<file path="src/rtl/core_pkg.sv">
// Shared core definitions: register-file defaults, x0 index, register index type, opcodes.
// Latency: none (declarations only).
// Backpressure: none (declarations only).
package core_pkg;

   // Default datapath width and register count for the integer register file
   localparam int XLEN_DEF  = 64;
   localparam int NREGS_DEF = 32;
   localparam int REG_AW    = $clog2(NREGS_DEF);

   // Architectural zero register; reads are hardwired to 0, writes are discarded
   localparam int REG_ZERO  = 0;

   // Register index as seen by decode for the default register count
   typedef logic [REG_AW-1:0] reg_idx_t;

   // Processor-level opcode that halts the core
   localparam logic [6:0] OP_HALT = 7'b1111111;

endpackage

</file>
<file path="src/rtl/regfile_read_port.sv">
// One combinational read port: index mux, write-first bypass, x0 forcing, pending-write flag.
// Latency: zero cycles, purely combinational from address/write-back to data/busy.
// Backpressure: none; the busy flag feeds the scoreboard's stall instead of holding the port.
module regfile_read_port
   import core_pkg::*;
#(
   parameter int XLEN  = XLEN_DEF,
   parameter int NREGS = NREGS_DEF,
   parameter int AW    = $clog2(NREGS)
) (
   input  logic [AW-1:0]   rd_addr,
   input  logic [XLEN-1:0] reg_val [NREGS],
   input  logic [NREGS-1:0] busy_vec,
   input  logic            wr_en,
   input  logic [AW-1:0]   wr_addr,
   input  logic [XLEN-1:0] wr_data,
   output logic [XLEN-1:0] rd_data,
   output logic            rd_busy
);

   localparam logic [AW-1:0] ZERO_IDX = AW'(REG_ZERO);

   logic is_zero;
   logic wr_hit;

   // Select the stored value, let a same-cycle write-back win, and force x0 to read as zero
   always_comb begin
      is_zero = (rd_addr == ZERO_IDX);
      wr_hit  = wr_en && (wr_addr == rd_addr) && !is_zero;
      rd_data = reg_val[rd_addr];
      rd_busy = busy_vec[rd_addr];
      if (is_zero) begin
         rd_data = '0;
         rd_busy = 1'b0;
      end else if (wr_hit) begin
         // The bypassed value is the one the pending write was going to deliver
         rd_data = wr_data;
         rd_busy = 1'b0;
      end
   end

endmodule

</file>
<file path="src/rtl/regfile_scoreboard.sv">
// Integer register file with per-register busy bits, RAW/WAW stall and reserved-register count.
// Latency: reads and stall are combinational; writes and reservations take effect at the next edge.
// Backpressure: stall asks the issue stage to hold; a reservation presented while stalled is dropped.
module regfile_scoreboard
   import core_pkg::*;
#(
   parameter int XLEN  = XLEN_DEF,
   parameter int NREGS = NREGS_DEF,
   parameter int NREAD = 2,
   parameter int AW    = $clog2(NREGS)
) (
   input  logic                        clk,
   input  logic                        rst_n,
   input  logic [NREAD*AW-1:0]         rd_addr,
   input  logic [NREAD-1:0]            rd_use,
   output logic [NREAD*XLEN-1:0]       rd_data,
   output logic [NREAD-1:0]            rd_busy,
   input  logic                        resv_en,
   input  logic [AW-1:0]               resv_addr,
   input  logic                        wr_en,
   input  logic [AW-1:0]               wr_addr,
   input  logic [XLEN-1:0]             wr_data,
   output logic                        stall,
   output logic [$clog2(NREGS+1)-1:0]  busy_count
);

   localparam int              CW       = $clog2(NREGS+1);
   localparam logic [AW-1:0]   ZERO_IDX = AW'(REG_ZERO);

   // Architectural state
   logic [XLEN-1:0]  mem_q [NREGS];
   logic [XLEN-1:0]  mem_d [NREGS];
   logic [NREGS-1:0] busy_q;
   logic [NREGS-1:0] busy_d;
   logic [CW-1:0]    cnt_q;
   logic [CW-1:0]    cnt_d;

   // Decoded control
   logic wr_act;      // write-back seen by the read bypass (suppressed while in reset)
   logic wr_we;       // write-back that actually updates a register
   logic wr_clr;      // write-back that retires an outstanding reservation
   logic raw;
   logic waw;
   logic resv_take;

   // A write-back arriving while reset is held must not leak onto the read ports
   assign wr_act = wr_en && rst_n;

   genvar g;
   generate
      for (g = 0; g < NREAD; g++) begin : g_rd
         regfile_read_port #(
            .XLEN  (XLEN),
            .NREGS (NREGS),
            .AW    (AW)
         ) u_rd (
            .rd_addr  (rd_addr[g*AW +: AW]),
            .reg_val  (mem_q),
            .busy_vec (busy_q),
            .wr_en    (wr_act),
            .wr_addr  (wr_addr),
            .wr_data  (wr_data),
            .rd_data  (rd_data[g*XLEN +: XLEN]),
            .rd_busy  (rd_busy[g])
         );
      end
   endgenerate

   // Hazard detection and the reservation accept decision
   always_comb begin
      wr_we     = wr_act && (wr_addr != ZERO_IDX);
      wr_clr    = wr_we && busy_q[wr_addr];
      raw       = |(rd_use & rd_busy);
      // Re-reserving a register whose write-back lands this cycle is safe: the old write retires first
      waw       = resv_en && (resv_addr != ZERO_IDX) && busy_q[resv_addr]
                  && !(wr_act && (wr_addr == resv_addr));
      stall     = raw || waw;
      resv_take = resv_en && !stall && (resv_addr != ZERO_IDX);
   end

   // Next register contents: only a nonzero write-back destination changes
   always_comb begin
      mem_d = mem_q;
      if (wr_we) begin
         mem_d[wr_addr] = wr_data;
      end
   end

   // Next busy vector: the clear is applied before the set so a same-register new reservation wins
   always_comb begin
      busy_d = busy_q;
      if (wr_we) begin
         busy_d[wr_addr] = 1'b0;
      end
      if (resv_take) begin
         busy_d[resv_addr] = 1'b1;
      end
      busy_d[ZERO_IDX] = 1'b0;
   end

   // Reserved-register count tracks set bits incrementally; retire and take in one edge cancel
   always_comb begin
      cnt_d = cnt_q;
      if (resv_take && !wr_clr) begin
         cnt_d = cnt_q + CW'(1);
      end else if (wr_clr && !resv_take) begin
         cnt_d = cnt_q - CW'(1);
      end
   end

   // State registers; reset empties the file and the scoreboard immediately
   always_ff @(posedge clk or negedge rst_n) begin
      if (!rst_n) begin
         for (int i = 0; i < NREGS; i++) begin
            mem_q[i] <= '0;
         end
         busy_q <= '0;
         cnt_q  <= '0;
      end else begin
         mem_q  <= mem_d;
         busy_q <= busy_d;
         cnt_q  <= cnt_d;
      end
   end

   assign busy_count = cnt_q;

endmodule

</file>
<file path="config.mk">
export PLATFORM = sky130hd
export DESIGN_NAME = regfile_scoreboard
export DESIGN_NICKNAME = d
export VERILOG_FILES = /design/src/rtl/core_pkg.sv /design/src/rtl/regfile_read_port.sv /design/src/rtl/regfile_scoreboard.sv
export SDC_FILE = /design/constraint.sdc
export NUM_CORES = 2
export LEC_CHECK = 0
export BUFFER_PORTS_ARGS = -buffer_cell sky130_fd_sc_hd__buf_2
export CORE_ASPECT_RATIO = 1.1
export CORE_MARGIN = 8
export CORE_UTILIZATION = 45
export DETAILED_ROUTE_END_ITERATION = 12
export PLACE_DENSITY = 0.69
export SETUP_SLACK_MARGIN = 0.02
export SYNTH_ARGS = -nofsm -noshare
export SYNTH_HDL_FRONTEND = slang
export SYNTH_SLANG_ARGS = --single-unit
</file>
<file path="constraint.sdc">
create_clock -name clk -period 8.3 [get_ports clk]
set_clock_uncertainty 0.15 [all_clocks]
set_input_delay 0.83 -clock clk [delete_from_list [all_inputs] [get_ports clk]]
set_output_delay 0.83 -clock clk [all_outputs]
set_load 0.01 [all_outputs]
</file>
# Word-level counts from Yosys, hierarchy flattened
# Index checks and enable logic that the tools add are counted.
# word_totals
output_inout_bits	137
word_cells	120
ff_bits	2085
inputBits	90
# op_classes
mux	33
n_addsub	2
reduce_logical	31
bitwise_logic	7
n_lt_le_gt_ge	10
n_eq_ne	3
# ops
operator	count
bitwise mux 2048 bit	1
binary-select mux 64 bit (select 5 bit)	2
2-to-1 mux 64 bit	9
demux 64 bit (select 5 bit)	1
2-to-1 mux 32 bit	2
bitwise AND 32 bit	1
NOT 32 bit	1
OR 32 bit	1
less-than comparator 5 x 6 -> 1 bit, second input constant	4
binary-select mux 1 bit (select 5 bit)	4
greater-or-equal comparator 6 bit, second input constant	3
logical AND 1 bit	18
NOT 5 -> 6 bit	3
equality test 5 bit	3
2-to-1 mux 6 bit	2
demux 1 bit (select 5 bit)	2
greater-or-equal comparator 5 x 1 -> 1 bit, second input constant	2
zero test 5 bit	2
2-to-1 mux 1 bit	10
nonzero test 5 bit	2
adder 6 x 1 -> 6 bit, second input constant	1
zero test 1 bit	6
less-than comparator 6 x 1 -> 1 bit, second input constant	1
subtractor 6 x 1 -> 6 bit, second input constant	1
other kinds (4)	4

# Depth between registers and ports, before layout
# depth
depth_word	15
mapped_depth	18
ltp_nobuf	15

# Modules after synthesis
# Synthesis repeated with hierarchy kept, for this count alone.
# hier_totals
hier_cells	8271
hier_area_um2	113600.2
# modules_own_cells
mod	seq_area_each_um2	instances	cells_each	area_per_inst_um2
regfile_scoreboard	52175.0	1	4791	78126.2
regfile_read_port	0.0	2	1740	17737.0

# Worst setup path after synthesis
# No wires, ideal clock.
# synth_timing
path_kind	input port to flip-flop
from	input port resv_addr[0]
to	register cnt_q[5] (netlist: busy_count[5])
setup_slack_ps	3937
t_arrival_ps	4133
n_path_buf	3
setup_ps	80
t_required_ps	8070
stages	17
path_cell_list	buf_2 buf_2 mux4_2 a222oi_1 a31o_2 o211ai_2 buf_2 nor2_1 ha_1 inv_1 ha_1 a21o_1 a21oi_1 o21bai_1 a21oi_1 mux2i_1 xnor2_1
# synth_between
elab_chain_len	11
# synth_rtl
item	line_no	rtl
start: declaration	regfile_scoreboard.sv:19	input logic [AW-1:0] resv_addr,
binary-select mux 1 bit (select 5 bit), or another cell as far along	regfile_scoreboard.sv:75	waw = resv_en && (resv_addr != ZERO_IDX) && busy_q[resv_addr]
2-to-1 mux 1 bit (implied by the code), or another cell as far along	regfile_scoreboard.sv:75	
logical AND 1 bit / zero test 1 bit (equally long branches)	regfile_scoreboard.sv:75, regfile_scoreboard.sv:76	
logical AND 1 bit	regfile_scoreboard.sv:76	&& !(wr_act && (wr_addr == resv_addr));
logical OR 1 bit	regfile_scoreboard.sv:77	stall = raw || waw;
zero test 1 bit	regfile_scoreboard.sv:78	resv_take = resv_en && !stall && (resv_addr != ZERO_IDX);
logical AND 1 bit	regfile_scoreboard.sv:78	
logical AND 1 bit *	regfile_scoreboard.sv:78	
zero test 1 bit	regfile_scoreboard.sv:106	end else if (wr_clr && !resv_take) begin
logical AND 1 bit	regfile_scoreboard.sv:106	
nonzero test 2 bit (no source line)	-	
end signal: assignment	regfile_scoreboard.sv:122	cnt_q <= cnt_d;
end: declaration	regfile_scoreboard.sv:35	logic [CW-1:0] cnt_q;
# Every way passes the cells marked *; elsewhere a longest branch is shown, timed or not. The select of a mux whose other input is x is not followed.
# A chain may end at the register's enable or synchronous reset.

# Worst setup path in the final report
# layout_timing
from	input port rd_addr[1]
to	output port rd_data[4]
# layout_between
elab_chain_len	6
# layout_rtl
item	line_no	rtl
start: declaration	regfile_scoreboard.sv:14	input logic [NREAD*AW-1:0] rd_addr,
NOT 5 -> 6 bit (implied by the code)	regfile_read_port.sv:30	rd_data = reg_val[rd_addr];
binary-select mux 64 bit (select 5 bit)	regfile_read_port.sv:30	
2-to-1 mux 64 bit (implied by the code) (2 in a row)	regfile_read_port.sv:30	
2-to-1 mux 64 bit	regfile_read_port.sv:35	end else if (wr_hit) begin
2-to-1 mux 64 bit *	regfile_read_port.sv:32	if (is_zero) begin
end: declaration	regfile_scoreboard.sv:16	output logic [NREAD*XLEN-1:0] rd_data,
# Marked as above.

==> impl_table.tex <==
\begin{tabular}{lr}
\hline
Metric & Value \\
\hline
\multicolumn{2}{l}{\textbf{Min path}} \\
\quad Kind of path behind the tightest hold check & reg -> reg \\
\quad Hold path cells & 0 \\
\quad Hold Path Sink & mem\_q[2007] \\
\quad Start point of the worst hold path & mem\_q[2007] \\
\multicolumn{2}{l}{\textbf{Cells and area}} \\
\quad Net total in the final layout & 6,862 \\
\quad Commonest non-fill, non-tap cells in the layout & 2,085 x dfrtp\_1, 1,998 x mux2\_2, 1,299 x mux4\_2, 226 x clkbuf\_16, 217 x buf\_2 \\
\quad Synthesis-to-finish area growth & 9.57\% \\
\quad Filler Cell Count & 20.6k \\
\quad Commonest non-fill, non-tap cell in the layout & dfrtp\_1 \\
\quad Finished Cell Area & 123,000 sq um \\
\quad Fraction of layout cells with a size suffix above 1 & 0.582 \\
\multicolumn{2}{l}{\textbf{GRT}} \\
\quad First-pass GRT wire length & $\sim$500,000 um \\
\quad Overall track demand over capacity in global routing & 0.249 \\
\quad Initial antenna violation count & 25 \\
\quad Total congestion overflow & 0 \\
\quad Pin count of the biggest net entering global routing & 161 \\
\quad Vias in the first global route & 72.2k \\
\multicolumn{2}{l}{\textbf{Timing}} \\
\quad Hold Vio Cnt, Final & 0 \\
\quad Final-layout setup total negative slack & 0 ns \\
\quad Number of max-slew violations in the final report & 0 \\
\quad Pin slew with the least headroom to its limit & approximately 1.3 ns \\
\quad Relative max-transition margin & 0.166 \\
\quad Post-layout min period & 5.67 ns \\
\quad Final period util & 0.683 \\
\quad Unrepaired setup endpoints after global routing & false \\
\quad Maximum achievable frequency & about 180 MHz \\
\quad Setup Viol. Count Final & 0 \\
\multicolumn{2}{l}{\textbf{Synth}} \\
\quad Cell area after synthesis & 112,000 sq um \\
\quad Seq cells post-synth & 2,085 \\
\quad Synth Instances & 7,041 \\
\quad Top-area cell type share of the netlist area & 0.465 \\
\quad Post-synth top flop & dfrtp\_1 \\
\quad Part of the Yosys area used for sequential elements & 0.465 \\
\quad Async S/R FF share, synth & 1.00 \\
\quad Number of enable flip-flop cells after synthesis & 0 \\
\quad Syn\_area\_per\_cell & about 16 sq um \\
\quad Number of distinct library cells after synthesis & 55 \\
\quad Most area-consuming cells after synthesis & dfrtp\_1 47\%, mux4\_2 26\%, mux2\_2 20\% \\
\quad Synth warnings & 0 \\
\quad Mapped Nets & 7,137 \\
\quad Dominant cell type by area after synthesis & dfrtp\_1 \\
\multicolumn{2}{l}{\textbf{Setup path}} \\
\quad Worst Setup Start Kind & input pin \\
\quad Worst flop-to-flop path endpoint & busy\_count[5] \\
\quad Largest stage delay on the critical path & between 0.6 and 0.7 ns \\
\quad Highest fanout seen on the critical path & 132 \\
\quad Chain of cells forming the critical path & buf\_8, buf\_12, buf\_4, mux4\_2, mux4\_2, nand2\_1, nand3\_1, o21ai\_1, nor2\_1, buf\_2 \\
\quad Worst Path Required & 7.32 ns \\
\quad Startpoint of the worst-slack reg-to-reg timing path & busy\_q[27] \\
\quad Worst R2R Path Depth & 14 \\
\quad Cell occurring most often along the worst timing path & mux4\_2 \\
\quad Crit. End Element & primary output \\
\quad Classification of the worst setup path & in -> out \\
\quad Setup slack of the worst register-to-register path & 4.33 ns \\
\quad Critical path data arrival time & 4.69 ns \\
\quad Critical-path cell with the highest stage delay & buf\_4 \\
\multicolumn{2}{l}{\textbf{Power and ir drop}} \\
\quad Static leakage power & about 54 nW \\
\quad Max IR drop VDD & 200 uV \\
\quad Areal power density over the cells & 225 nW/um\^{}2 \\
\multicolumn{2}{l}{\textbf{Route}} \\
\quad WL per Instance & 32.4 um \\
\quad DRT Pass-1 Iters & 6 \\
\quad Vias after detailed routing & roughly 67k \\
\quad DRC violation total after the first TritonRoute iteration & 5,753 \\
\quad Wire length after detailed routing & 332,000 um \\
\quad Final antenna-violating net count & 0 \\
\quad Total DRC errors in the routed layout & 0 \\
\quad Number of vias per cell & $\sim$6.6 \\
\multicolumn{2}{l}{\textbf{Placed design}} \\
\quad Sum of net half-perimeters after detailed placement & between 150,000 and 200,000 um \\
\quad Buffers added on ports & 226 \\
\quad Final Wtd Congestion & about 0.81 \\
\quad Cell area after placement & 115,000 sq um \\
\multicolumn{2}{l}{\textbf{Die}} \\
\quad Initial standard-cell utilization of the core & 0.452 \\
\quad Placeable core area & $\sim$250,000 sq um \\
\quad Die outline area & 266,000 sq um \\
\quad Count of boundary I/O pins & 227 \\
\quad X dimension of the die & 492 um \\
\quad Die Span Y & 540 um \\
\quad Num rows & 192 \\
\multicolumn{2}{l}{\textbf{Clocking}} \\
\quad Clock root buffer master & clkbuf\_16 \\
\quad Max Root-Sink Buffers & 3 \\
\quad \# Post-CTS Setup Buffers & 0 \\
\quad Worst skew pair latency & 0.89 ns \\
\quad Total of cells resized after clock tree synthesis & 0 \\
\quad Clock slew at reported path FFs & 0.06 ns \\
\quad TritonCTS clock tree & yes \\
\quad Number of H-tree branching levels & 4 \\
\quad Number of clock sinks & 2,085 \\
\quad Number of buffers created by CTS & 224 \\
\quad Hold bufs inserted after CTS & 1 \\
\multicolumn{2}{l}{\textbf{Outcome}} \\
\quad Status & completed \\
\multicolumn{2}{l}{\textbf{Flow run}} \\
\quad Max Cap Violations & 0 \\
\hline
\end{tabular}
-- final cells by class --
cell class,instances,area (sq um),area share
antenna,12,30.0,0.000244
inverter,25,114,0.000926
clock inverter,70,976,0.00794
multi-input combinational,4076,56400,0.458
tap,3298,4130,0.0336
clock buffer,333,6590,0.0536
sequential,2085,52200,0.424
timing repair buffer,354,2570,0.0209
-- report_power, final --
part           internal (W)  leakage, nW  switching, W  total, W
logic               0.00287         22.8       0.00202   0.00489
registers            0.0115         27.7      0.000957    0.0125
clock network       0.00608         3.71       0.00421    0.0103
total                0.0204         54.2       0.00719    0.0276
-- worst max path at each step --
stage	startpoint	to	slack, ns	cells after the start
finish	rd_addr[1]	rd_data[4]	2.63	10
CTS	rd_addr[1]	rd_data[4]	2.81	10
global route	rd_addr[1]	rd_data[4]	2.60	10
global placement	rd_addr[1]	busy_count[5]	2.67	16
floorplan	resv_addr[0]	busy_count[5]	3.94	17
detailed placement	rd_addr[1]	busy_count[5]	2.71	16
-- stage by stage --
step                      hold WS [ns]  power, W  setup slack, ns  utilization  instances
after floorplan                  0.291    0.0160             3.94            -       7041
after global placement           0.226    0.0173             2.67        0.464       9837
after detailed placement         0.233    0.0175             2.71        0.464       9837
after CTS                        0.246    0.0278             2.81        0.495      10200
after global routing             0.258    0.0287             2.60        0.495      10200
final                            0.244    0.0276             2.63        0.495      10300
-- registers in the layout, indices dropped and copies added, names as in the netlist --
| register | flops |
|---|---|
| mem_q | 2048 |
| busy_q | 31 |
| busy_count | 6 |
-- cell usage after synthesis, drive strengths merged, types with 2 or more instances --
library cell	instances
a2111oi	2
a211oi	65
a21oi	5
a221o	3
a221oi	3
a22oi	2
a31oi	3
a41oi	2
and2	7
and3b	3
buf	346
clkbuf	509
dfrtp	2085
ha	5
inv	25
mux2	1998
mux2i	75
mux4	1299
nand2	205
nand3	71
nand3b	3
nand4	2
nor2	154
nor2b	9
nor3	6
nor3b	4
nor4	5
o2111ai	4
o211ai	2
o21ai	83
o21bai	2
o22ai	18
or2	3
xnor2	13
xor2	7
-- metal layers --
layer | up-vias | wire length [um] | track usage
li1 | 26800 | - | -
met4 | 2 | 15100 | 0.102
met5 | - | 9 | 0
met2 | 2594 | 165000 | 0.417
met1 | 37100 | 131000 | 0.323
met3 | 792 | 21200 | 0.0446
-- logic make-up after synthesis --
kind of cell / Yosys count / synth area share
buffers and inverters: 880 / 0.0351
adders and majority gates: 6 / 0.000736
and+or+nand+nor: 476 / 0.0180
muxes: 3372 / 0.468
AOI/OAI and AO/OA: 202 / 0.0117
DFF: 2085 / 0.465
xor gates and xnor gates: 20 / 0.00156
-- worst max-delay path: cells and delay by family --
kind                   cells  cell delay [ns]
AOI/OAI and AO/OA          1             0.22
buffers and inverters      4             2.10
muxes                      2             0.88
and+or+nand+nor            3             0.29
(Power assumes the default switching activity.)
